--- src/rtl/truth_table_scanner_pkg.sv ---
// Shared definitions for the truth-table scanner and later guide stages.
// Provides the scan FSM state encoding and the default sizing values.
package truth_table_scanner_pkg;

  // Default number of function inputs and settle cycles per vector.
  localparam int unsigned NInDefault    = 4;
  localparam int unsigned SettleDefault = 1;

  // Encodings are fixed so other stages can decode a captured state value.
  typedef enum logic [1:0] {
    StIdle   = 2'd0,
    StWait   = 2'd1,
    StSample = 2'd2,
    StDone   = 2'd3
  } tt_state_e;

endpackage

--- src/rtl/truth_table_scanner_tt_index_counter.sv ---
// Index counter for the truth-table scanner.
// Ports:
//   clk_i  - rising-edge clock
//   rst_i  - asynchronous active-high reset
//   clr_i  - synchronous clear to zero (wins over inc_i)
//   inc_i  - increment by one
//   cnt_o  - current count (drives the stimulus vector and table index)
//   term_o - high when the count is at its all-ones terminal value
module tt_index_counter #(
  parameter int unsigned Width = 4
) (
  input  logic             clk_i,
  input  logic             rst_i,
  input  logic             clr_i,
  input  logic             inc_i,
  output logic [Width-1:0] cnt_o,
  output logic             term_o
);

  localparam logic [Width-1:0] CntOne = Width'(1);

  logic [Width-1:0] cnt_q, cnt_d;

  always_comb begin
    cnt_d = cnt_q;
    if (clr_i) begin
      cnt_d = '0;
    end else if (inc_i) begin
      cnt_d = cnt_q + CntOne;
    end
  end

  always_ff @(posedge clk_i or posedge rst_i) begin
    if (rst_i) begin
      cnt_q <= '0;
    end else begin
      cnt_q <= cnt_d;
    end
  end

  assign cnt_o  = cnt_q;
  assign term_o = &cnt_q;

endmodule

--- src/rtl/truth_table_scanner.sv ---
// Clocked truth-table scanner. Walks every input combination of a combinational
// block, holds each vector for SETTLE cycles, samples the block output, builds
// the captured table and compares it with an expected table latched at start.
// Ports:
//   clk        - rising-edge clock
//   reset      - asynchronous active-high reset; aborts any scan
//   start      - begin a scan (only honoured when idle)
//   expect_tt  - expected table, bit i = f(i); latched on start
//   s          - output of the block under test
//   vec        - stimulus vector, index of the entry being measured
//   busy       - scan in progress
//   done       - one-cycle end-of-scan pulse
//   pass       - captured table equals expected (valid from done to next start)
//   table_q    - captured table, bit i = s sampled at vec = i
//   fail_cnt   - number of mismatching entries
//   first_fail - lowest mismatching index, 0 if none
// SETTLE must be in 1..15.
module truth_table_scanner
  import truth_table_scanner_pkg::*;
#(
  parameter int unsigned N_IN   = NInDefault,
  parameter int unsigned SETTLE = SettleDefault
) (
  input  logic                 clk,
  input  logic                 reset,
  input  logic                 start,
  input  logic [2**N_IN-1:0]   expect_tt,
  input  logic                 s,
  output logic [N_IN-1:0]      vec,
  output logic                 busy,
  output logic                 done,
  output logic                 pass,
  output logic [2**N_IN-1:0]   table_q,
  output logic [N_IN:0]        fail_cnt,
  output logic [N_IN-1:0]      first_fail
);

  localparam logic [3:0]  SettleLd = 4'(SETTLE);
  localparam logic [N_IN:0] CntOne = (N_IN+1)'(1);

  tt_state_e state_q, state_d;

  logic [3:0]            wcnt_q, wcnt_d;
  logic [2**N_IN-1:0]    exp_q, exp_d;
  logic [2**N_IN-1:0]    table_d;
  logic [N_IN:0]         fail_cnt_q, fail_cnt_d;
  logic [N_IN-1:0]       first_fail_q, first_fail_d;
  logic                  busy_q, busy_d;
  logic                  done_q, done_d;
  logic                  pass_q, pass_d;

  logic                  cnt_clr, cnt_inc;
  logic [N_IN-1:0]       idx;
  logic                  idx_term;

  tt_index_counter #(
    .Width (N_IN)
  ) u_idx (
    .clk_i  (clk),
    .rst_i  (reset),
    .clr_i  (cnt_clr),
    .inc_i  (cnt_inc),
    .cnt_o  (idx),
    .term_o (idx_term)
  );

  // State register.
  always_ff @(posedge clk or posedge reset) begin
    if (reset) begin
      state_q <= StIdle;
    end else begin
      state_q <= state_d;
    end
  end

  // Next-state logic.
  always_comb begin
    state_d = state_q;
    unique case (state_q)
      StIdle:   if (start) state_d = StWait;
      StWait:   if (wcnt_q == 4'd1) state_d = StSample;
      StSample: state_d = idx_term ? StDone : StWait;
      StDone:   state_d = StIdle;
      default:  state_d = StIdle;
    endcase
  end

  // Output / datapath next-state logic. Everything visible is registered, so
  // the done pulse and final pass flag appear on the edge that leaves StDone.
  always_comb begin
    wcnt_d       = wcnt_q;
    exp_d        = exp_q;
    table_d      = table_q;
    fail_cnt_d   = fail_cnt_q;
    first_fail_d = first_fail_q;
    busy_d       = busy_q;
    done_d       = 1'b0;
    pass_d       = pass_q;
    cnt_clr      = 1'b0;
    cnt_inc      = 1'b0;
    unique case (state_q)
      StIdle: begin
        if (start) begin
          exp_d        = expect_tt;
          table_d      = '0;
          fail_cnt_d   = '0;
          first_fail_d = '0;
          pass_d       = 1'b0;
          busy_d       = 1'b1;
          wcnt_d       = SettleLd;
          cnt_clr      = 1'b1;
        end
      end
      StWait: begin
        wcnt_d = wcnt_q - 4'd1;
      end
      StSample: begin
        table_d[idx] = s;
        if (s != exp_q[idx]) begin
          fail_cnt_d = fail_cnt_q + CntOne;
          // A zero count means this is the first mismatch of the scan.
          if (fail_cnt_q == '0) begin
            first_fail_d = idx;
          end
        end
        // Terminal check comes first so the index never wraps.
        if (!idx_term) begin
          cnt_inc = 1'b1;
          wcnt_d  = SettleLd;
        end
      end
      StDone: begin
        done_d = 1'b1;
        busy_d = 1'b0;
        pass_d = (fail_cnt_q == '0);
      end
      default: ;
    endcase
  end

  always_ff @(posedge clk or posedge reset) begin
    if (reset) begin
      wcnt_q       <= '0;
      exp_q        <= '0;
      table_q      <= '0;
      fail_cnt_q   <= '0;
      first_fail_q <= '0;
      busy_q       <= 1'b0;
      done_q       <= 1'b0;
      pass_q       <= 1'b0;
    end else begin
      wcnt_q       <= wcnt_d;
      exp_q        <= exp_d;
      table_q      <= table_d;
      fail_cnt_q   <= fail_cnt_d;
      first_fail_q <= first_fail_d;
      busy_q       <= busy_d;
      done_q       <= done_d;
      pass_q       <= pass_d;
    end
  end

  assign vec        = idx;
  assign busy       = busy_q;
  assign done       = done_q;
  assign pass       = pass_q;
  assign fail_cnt   = fail_cnt_q;
  assign first_fail = first_fail_q;

endmodule

--- config.mk ---
export PLATFORM = sky130hd
export DESIGN_NAME = truth_table_scanner
export DESIGN_NICKNAME = d
export VERILOG_FILES = /design/src/rtl/truth_table_scanner_pkg.sv /design/src/rtl/truth_table_scanner_tt_index_counter.sv /design/src/rtl/truth_table_scanner.sv
export SDC_FILE = /design/constraint.sdc
export NUM_CORES = 1
export LEC_CHECK = 0
export BUFFER_PORTS_ARGS = -buffer_cell sky130_fd_sc_hd__buf_2
export CORE_MARGIN = 2
export CORE_UTILIZATION = 57
export CTS_BUF_LIST = sky130_fd_sc_hd__clkbuf_8
export DETAILED_ROUTE_END_ITERATION = 8
export PLACE_DENSITY_LB_ADDON = 0.05
export SYNTH_ARGS = -nofsm -noshare
export SYNTH_HDL_FRONTEND = slang
export SYNTH_SLANG_ARGS = --single-unit
--- constraint.sdc ---
create_clock -name clk -period 2.74 [get_ports clk]
set_clock_uncertainty 0.15 [all_clocks]
set_input_delay 0.137 -clock clk [delete_from_list [all_inputs] [get_ports clk]]
set_output_delay 0.137 -clock clk [all_outputs]
set_load 0.02 [all_outputs]
### Yosys cells after proc, flatten, opt, wreduce, memory -nomap -nowiden

Index checks and enable logic that the tools add are counted.

| operators by class | value |
|---|---|
| order comparisons | 2 |
| equal/unequal tests | 10 |
| reductions and logical operators | 15 |
| multiplexer cells | 32 |
| add/sub/neg operators | 3 |

Operator list:

| operator | count |
|---|---|
| one-hot mux 16 bit (2 select lines) | 1 |
| 2-to-1 mux 4 bit | 7 |
| bitwise mux 16 bit | 1 |
| 2-to-1 mux 16 bit | 1 |
| one-hot mux 4 bit (3 select lines) | 1 |
| 2-to-1 mux 5 bit | 2 |
| inequality test 2 bit (second input constant) | 5 |
| one-hot mux 5 bit (2 select lines) | 1 |
| 2-to-1 mux 1 bit | 9 |
| one-hot mux 2 bit (4 select lines) | 1 |
| one-hot mux 4 bit (2 select lines) | 1 |
| AND reduction 2 bit | 4 |
| AND reduction 4 bit | 2 |
| 2-to-1 mux 2 bit | 3 |
| AND reduction 3 bit | 2 |
| nonzero test 2 bit | 3 |
| adder 5 x 1 -> 5 bit (second input constant) | 1 |
| logical NOT 5 bit | 1 |
| less-than comparator 4 x 5 -> 1 bit (second input constant) | 1 |
| adder 4 x 1 -> 4 bit (second input constant) | 1 |
| binary-select mux 1 bit (select 4 bit) | 1 |
| demux 1 bit (select 4 bit) | 1 |
| equality test 2 bit (second input constant) | 2 |
| equality test 4 x 1 -> 1 bit (second input constant) | 1 |
| 8 further kinds | 9 |

| word-level totals | value |
|---|---|
| word-level logic and storage cells | 72 |
| output and inout port bits | 32 |
| bits of input ports | 20 |
| flip-flop bits (word level) | 54 |

### Depth between registers and ports, before layout

| depth | value |
|---|---|
| word-level depth | 6 |
| depth in mapped cells | 7 |

### Cells and area by module

A second synthesis with hierarchy kept.

| unflattened totals | value |
|---|---|
| cell total of the unflattened synthesis | 290 |
| area, all modules | 2,713.9 µm² |

Modules (own cells, without submodules):

| module | times used | cells an instance | area an instance (µm²) |
|---|---|---|---|
| truth_table_scanner | 1 | 272 | 2,511.2 |
| tt_index_counter | 1 | 18 | 202.7 |

### Least setup slack after synthesis

OpenSTA, ideal clock, no wires.

| timing | value |
|---|---|
| path type | reg2reg |
| start point | reg u_idx.cnt_q[1] (netlist: u_idx.cnt_o[1]) |
| end point | reg fail_cnt_q[4] (netlist: fail_cnt[4]) |
| library setup time | 78 ps |
| arrival | 2,135 ps |
| cell stages (with the launch flop) | 7 |
| period minus slack after synthesis | 2,363 ps |
| path slack | 377 ps |
| path through | dfrtp_1 > buf_6 > mux2i_1 > mux4_2 > mux2i_2 > or4_1 > a21oi_1 |

| between the ends | value |
|---|---|
| longest elaborated chain between the ends | 5 |

Ends and longest elaborated chain:

| element | line | RTL |
|---|---|---|
| from (decl) | truth_table_scanner_tt_index_counter.sv:22 | `logic [Width-1:0] cnt_q, cnt_d;` |
| from (signal assigned) | truth_table_scanner_tt_index_counter.sv:37 | `cnt_q <= cnt_d;` |
| binary-select mux 1 bit (select 4 bit) | truth_table_scanner.sv:119 | `if (s != exp_q[idx]) begin` |
| 2-to-1 mux 1 bit (implied by the code) | truth_table_scanner.sv:119 |  |
| inequality test 1 bit | truth_table_scanner.sv:119 |  |
| inequality test 2 bit (no source line) | - |  |
| AND reduction 3 bit (no source line) | - |  |
| to (signal assigned) | truth_table_scanner.sv:155 | `fail_cnt_q <= fail_cnt_d;` |
| to (decl) | truth_table_scanner.sv:46 | `logic [N_IN:0] fail_cnt_q, fail_cnt_d;` |

No other way between the ends. The select of a mux whose other input is x is not followed.
A chain may end at the register's enable or synchronous reset.

### Worst setup path in the final report

| timing | value |
|---|---|
| start point | reg u_idx.cnt_q[1] (netlist: u_idx.cnt_o[1]) |
| end point | reg first_fail_q[2] (netlist: first_fail[2]) |

| between the ends | value |
|---|---|
| longest elaborated chain between the ends | 5 |

Ends and longest elaborated chain:

| element | line | RTL |
|---|---|---|
| binary-select mux 1 bit (select 4 bit) | truth_table_scanner.sv:119 |  |
| 2-to-1 mux 1 bit (implied by the code) | truth_table_scanner.sv:119 |  |
| inequality test 1 bit | truth_table_scanner.sv:119 |  |
| inequality test 2 bit (no source line) | - |  |
| AND reduction 4 bit (no source line) | - |  |
| to (signal assigned) | truth_table_scanner.sv:156 | `first_fail_q <= first_fail_d;` |
| to (decl) | truth_table_scanner.sv:47 | `logic [N_IN-1:0] first_fail_q, first_fail_d;` |

No other way between the ends. The select of a mux whose other input is x is not followed.

==> metrics.md <==
| Metric | Value |
|---|---|
| Number of setup buffers added after CTS | `0` |
| Worst setup SP type | `flip-flop` |
| WL final | `between 5000 and 6000 um` |
| Final setup violating endpoints | `0` |
| Slew margin rel. | `between 40% and 50%` |
| Initial antenna violation count | `0` |
| Non-Filler Instances | `a little over 400` |
| FF-to-FF Start | `u_idx.cnt_o[1]` |
| Crit path DAT | `roughly 2600 ps` |
| Synth warn | `0` |
| Max Used Layer | `met4` |
| Layout Nets | `between 300 and 400` |
| Chip width | `72.8 um` |
| Vias per cell | `approximately 5.6` |
| Placed insts | `379` |
| Area leader, netlist | `dfrtp_1` |
| Synth Area per Inst | `approximately 9.5 sq um` |
| WHS Endpoint | `table_q[15]` |
| Leakage | `~1.7 nW` |
| Clock Tree Buf Depth | `2` |
| Max-slew violations | `0` |
| Hold Crit Class | `in2reg` |
| H-Tree Depth | `2` |
| Leading cell type in the layout, fill and taps excluded | `nand2_1` |
| Core ar. | `4630 sq um` |
| # fillers | `around 370` |
| Initial core utilization | `between 50% and 60%` |
| Gp weighted congestion | `approximately 0.81` |
| Fin Setup TNS | `0 ps` |
| Peak supply drop | `roughly 490 uV` |
| RR Endpoint | `first_fail[2]` |
| Core Rows | `25` |
| Reg-to-reg slack, setup | `230 ps` |
| # IOs | `52` |
| GRT Util Overall | `about a quarter` |
| Number of synthesized flops with an enable pin | `0` |
| Placed Area | `roughly 3000 sq um` |
| Worst EP required | `around 2800 ps` |
| Tmin final | `2510 ps` |
| Setup CP Type | `reg2reg` |
| Clk sinks | `54` |
| Final worst slack | `approximately 230 ps` |
| Sequential element share of the synthesized area | `about half` |
| WHS Path Cells | `3` |
| MaxCap Viol Count | `0` |
| Maximum clock rate | `between 300 and 400 MHz` |
| Vias in the first global route | `2,166` |
| Worst hold start | `s` |
| Num CTS Buffers | `5` |
| Root Driver | `clkbuf_8` |
| Setup crit end kind | `flip-flop` |
| Chip height | `around 73 um` |
| # hold bufs at CTS | `17` |
| Largest cells by area after synthesis | `dfrtp_1 (50%), nand2_1 (11%), nand4_1 (3.9%)` |
| Post-route design area | `~3300 sq um` |
| Most frequent cells in the layout | `nand2_1 (82), dfrtp_1 (54), buf_2 (51)` |
| Period Utilization, post-route | `91.5%` |
| Reg2reg path depth | `5` |
| Cell Pwr Density | `between 800 and 900 nW/um^2` |
| First-pass GRT wire length | `~10,000 um` |
| Detail Route met2 WL | `2870 um` |
| Crit Path Max Fanout | `10` |
| Grt total ovfl | `0` |
| Initial DRC count | `between 200 and 250` |
| Multi-input gate area | `between 1000 and 1500 sq um` |
| Final Hold Violating Endpoints | `0` |
| Layout Area Growth over Synthesis | `21.4%` |
| HPWL Detailed | `slightly above 4000 um` |
| Clock Latency Late Sink | `approximately 300 ps` |
| Outcome | `finished clean` |
| DR DRC count | `0` |
| Share of flip-flops with an asynchronous set or reset | `100%` |
| Final antenna-violating net count | `0` |
| Wire per inst | `14.6 um` |
| Layout cells sized above 1 | `between 20% and 30%` |
| TritonCTS clock tree | `built` |
| N_diodes | `0` |
| FF+latch area | `about 1400 sq um` |
| Measured slew at the worst slew-check pin | `~810 ps` |
| Via count | `roughly 2.3k` |
| Dpl ws | `around 240 ps` |
| Die area | `5300 sq um` |
| Router iterations before antenna repair | `5` |
| Post-synthesis cell count | `283` |
| RSZ-0062 raised after global routing | `false` |
| Synthesized Nets | `311` |
| Distinct cells, synth | `42` |
| Synth top area share | `~50%` |
| Port buffer count | `51` |
| Largest net degree at the start of global routing | `between 50 and 60` |
| Seq cells post-synth | `54` |
| Post-Syn Area | `between 2000 and 3000 sq um` |
| Post-CTS Resized | `0` |
| WL met1 | `2710 um` |
| Met3 wire len | `254 um` |
| Top FF cell, synth | `dfrtp_1` |
| Clk slew on worst S/H paths | `100 ps` |
## worst max-delay path, cell delays in order, from the launching register on
cell	delay, ps
dfrtp_1	620
mux2i_1	150
mux4_2	500
mux2i_2	240
nor4_1	580
o2bb2ai_1	180
## state kept, by name, indices dropped and copies added (netlist names)
| name | count |
|---|---|
| busy | 1 |
| done | 1 |
| wcnt_q | 4 |
| state_q | 2 |
| table_q | 16 |
| u_idx.cnt_o | 4 |
| exp_q | 16 |
| fail_cnt | 5 |
| first_fail | 4 |
| pass | 1 |
## how the worst max path moves through the flow
stage,start,end,slack (ps),depth (start not counted)
detailed placement,u_idx.cnt_o[1],first_fail[1],240,5
CTS,u_idx.cnt_o[1],first_fail[2],220,5
global route,u_idx.cnt_o[1],first_fail[2],60,5
global placement,u_idx.cnt_o[1],first_fail[3],340,5
floorplan,u_idx.cnt_o[1],fail_cnt[4],380,6
finish,u_idx.cnt_o[1],first_fail[2],230,5
## cells by family after synthesis
group                      Yosys count  synth area share, %
AOI/OAI and AO/OA                   37                 9.64
DFF                                 54                 50.1
muxes                               16                 7.37
xor gates and xnor gates             2                0.649
buffers and inverters               27                 4.68
adders and majority gates            8                 3.71
and+or+nand+nor                    139                 23.9
## report_power, final
group | internal [mW] | switching [mW] | total [mW] | leakage [nW]
registers | 0.992 | 0.193 | 1.19 | 0.714
logic | 0.441 | 0.590 | 1.03 | 0.910
clock network | 0.269 | 0.250 | 0.520 | 0.0579
## routing by layer
metal  up-vias  GRT usage, %
met5         -             0
met4         0          6.38
met3         4          5.25
met2        60          40.7
met1      1078          33.5
li1       1120             -
## stage by stage
stage	power [mW]	utilization (%)	hold WS (ps)
floorplan	1.96	-	92.4
global placement	2.19	64.7	175
detailed placement	2.22	64.7	178
global route	2.94	70.8	110
CTS	2.76	70.8	69.5
finish	2.74	70.8	79.5
## cell usage after synthesis, types with 2 or more instances
cell type and count:
nand2_1 82, dfrtp_1 54, nand4_1 17, nor2_1 13, mux2i_1 10, o211ai_1 10, clkbuf_1 9, inv_1 9
ha_1 8, a21oi_1 5, o21ai_1 5, o2bb2ai_1 4, o311ai_1 4, buf_1 3, nand2b_1 3, nand3b_1 3
nor2b_1 3, o31ai_1 3, or4_1 3, a22oi_1 2, and2_1 2, buf_2 2, buf_4 2, buf_6 2
mux2i_2 2, mux4_2 2, nand3_1 2, nor3_1 2, nor3b_1 2, nor4_1 2, or3_1 2
## layout make-up
class / count / area share [%]
well taps: 54 / 2.06
clock inverters: 3 / 1.22
flip-flops and latches: 54 / 41.3
repair buffers: 77 / 15.0
clock buffers: 5 / 2.10
inverters: 9 / 1.03
multi-input cells: 202 / 37.3
Power figures use the tool's default switching activity.
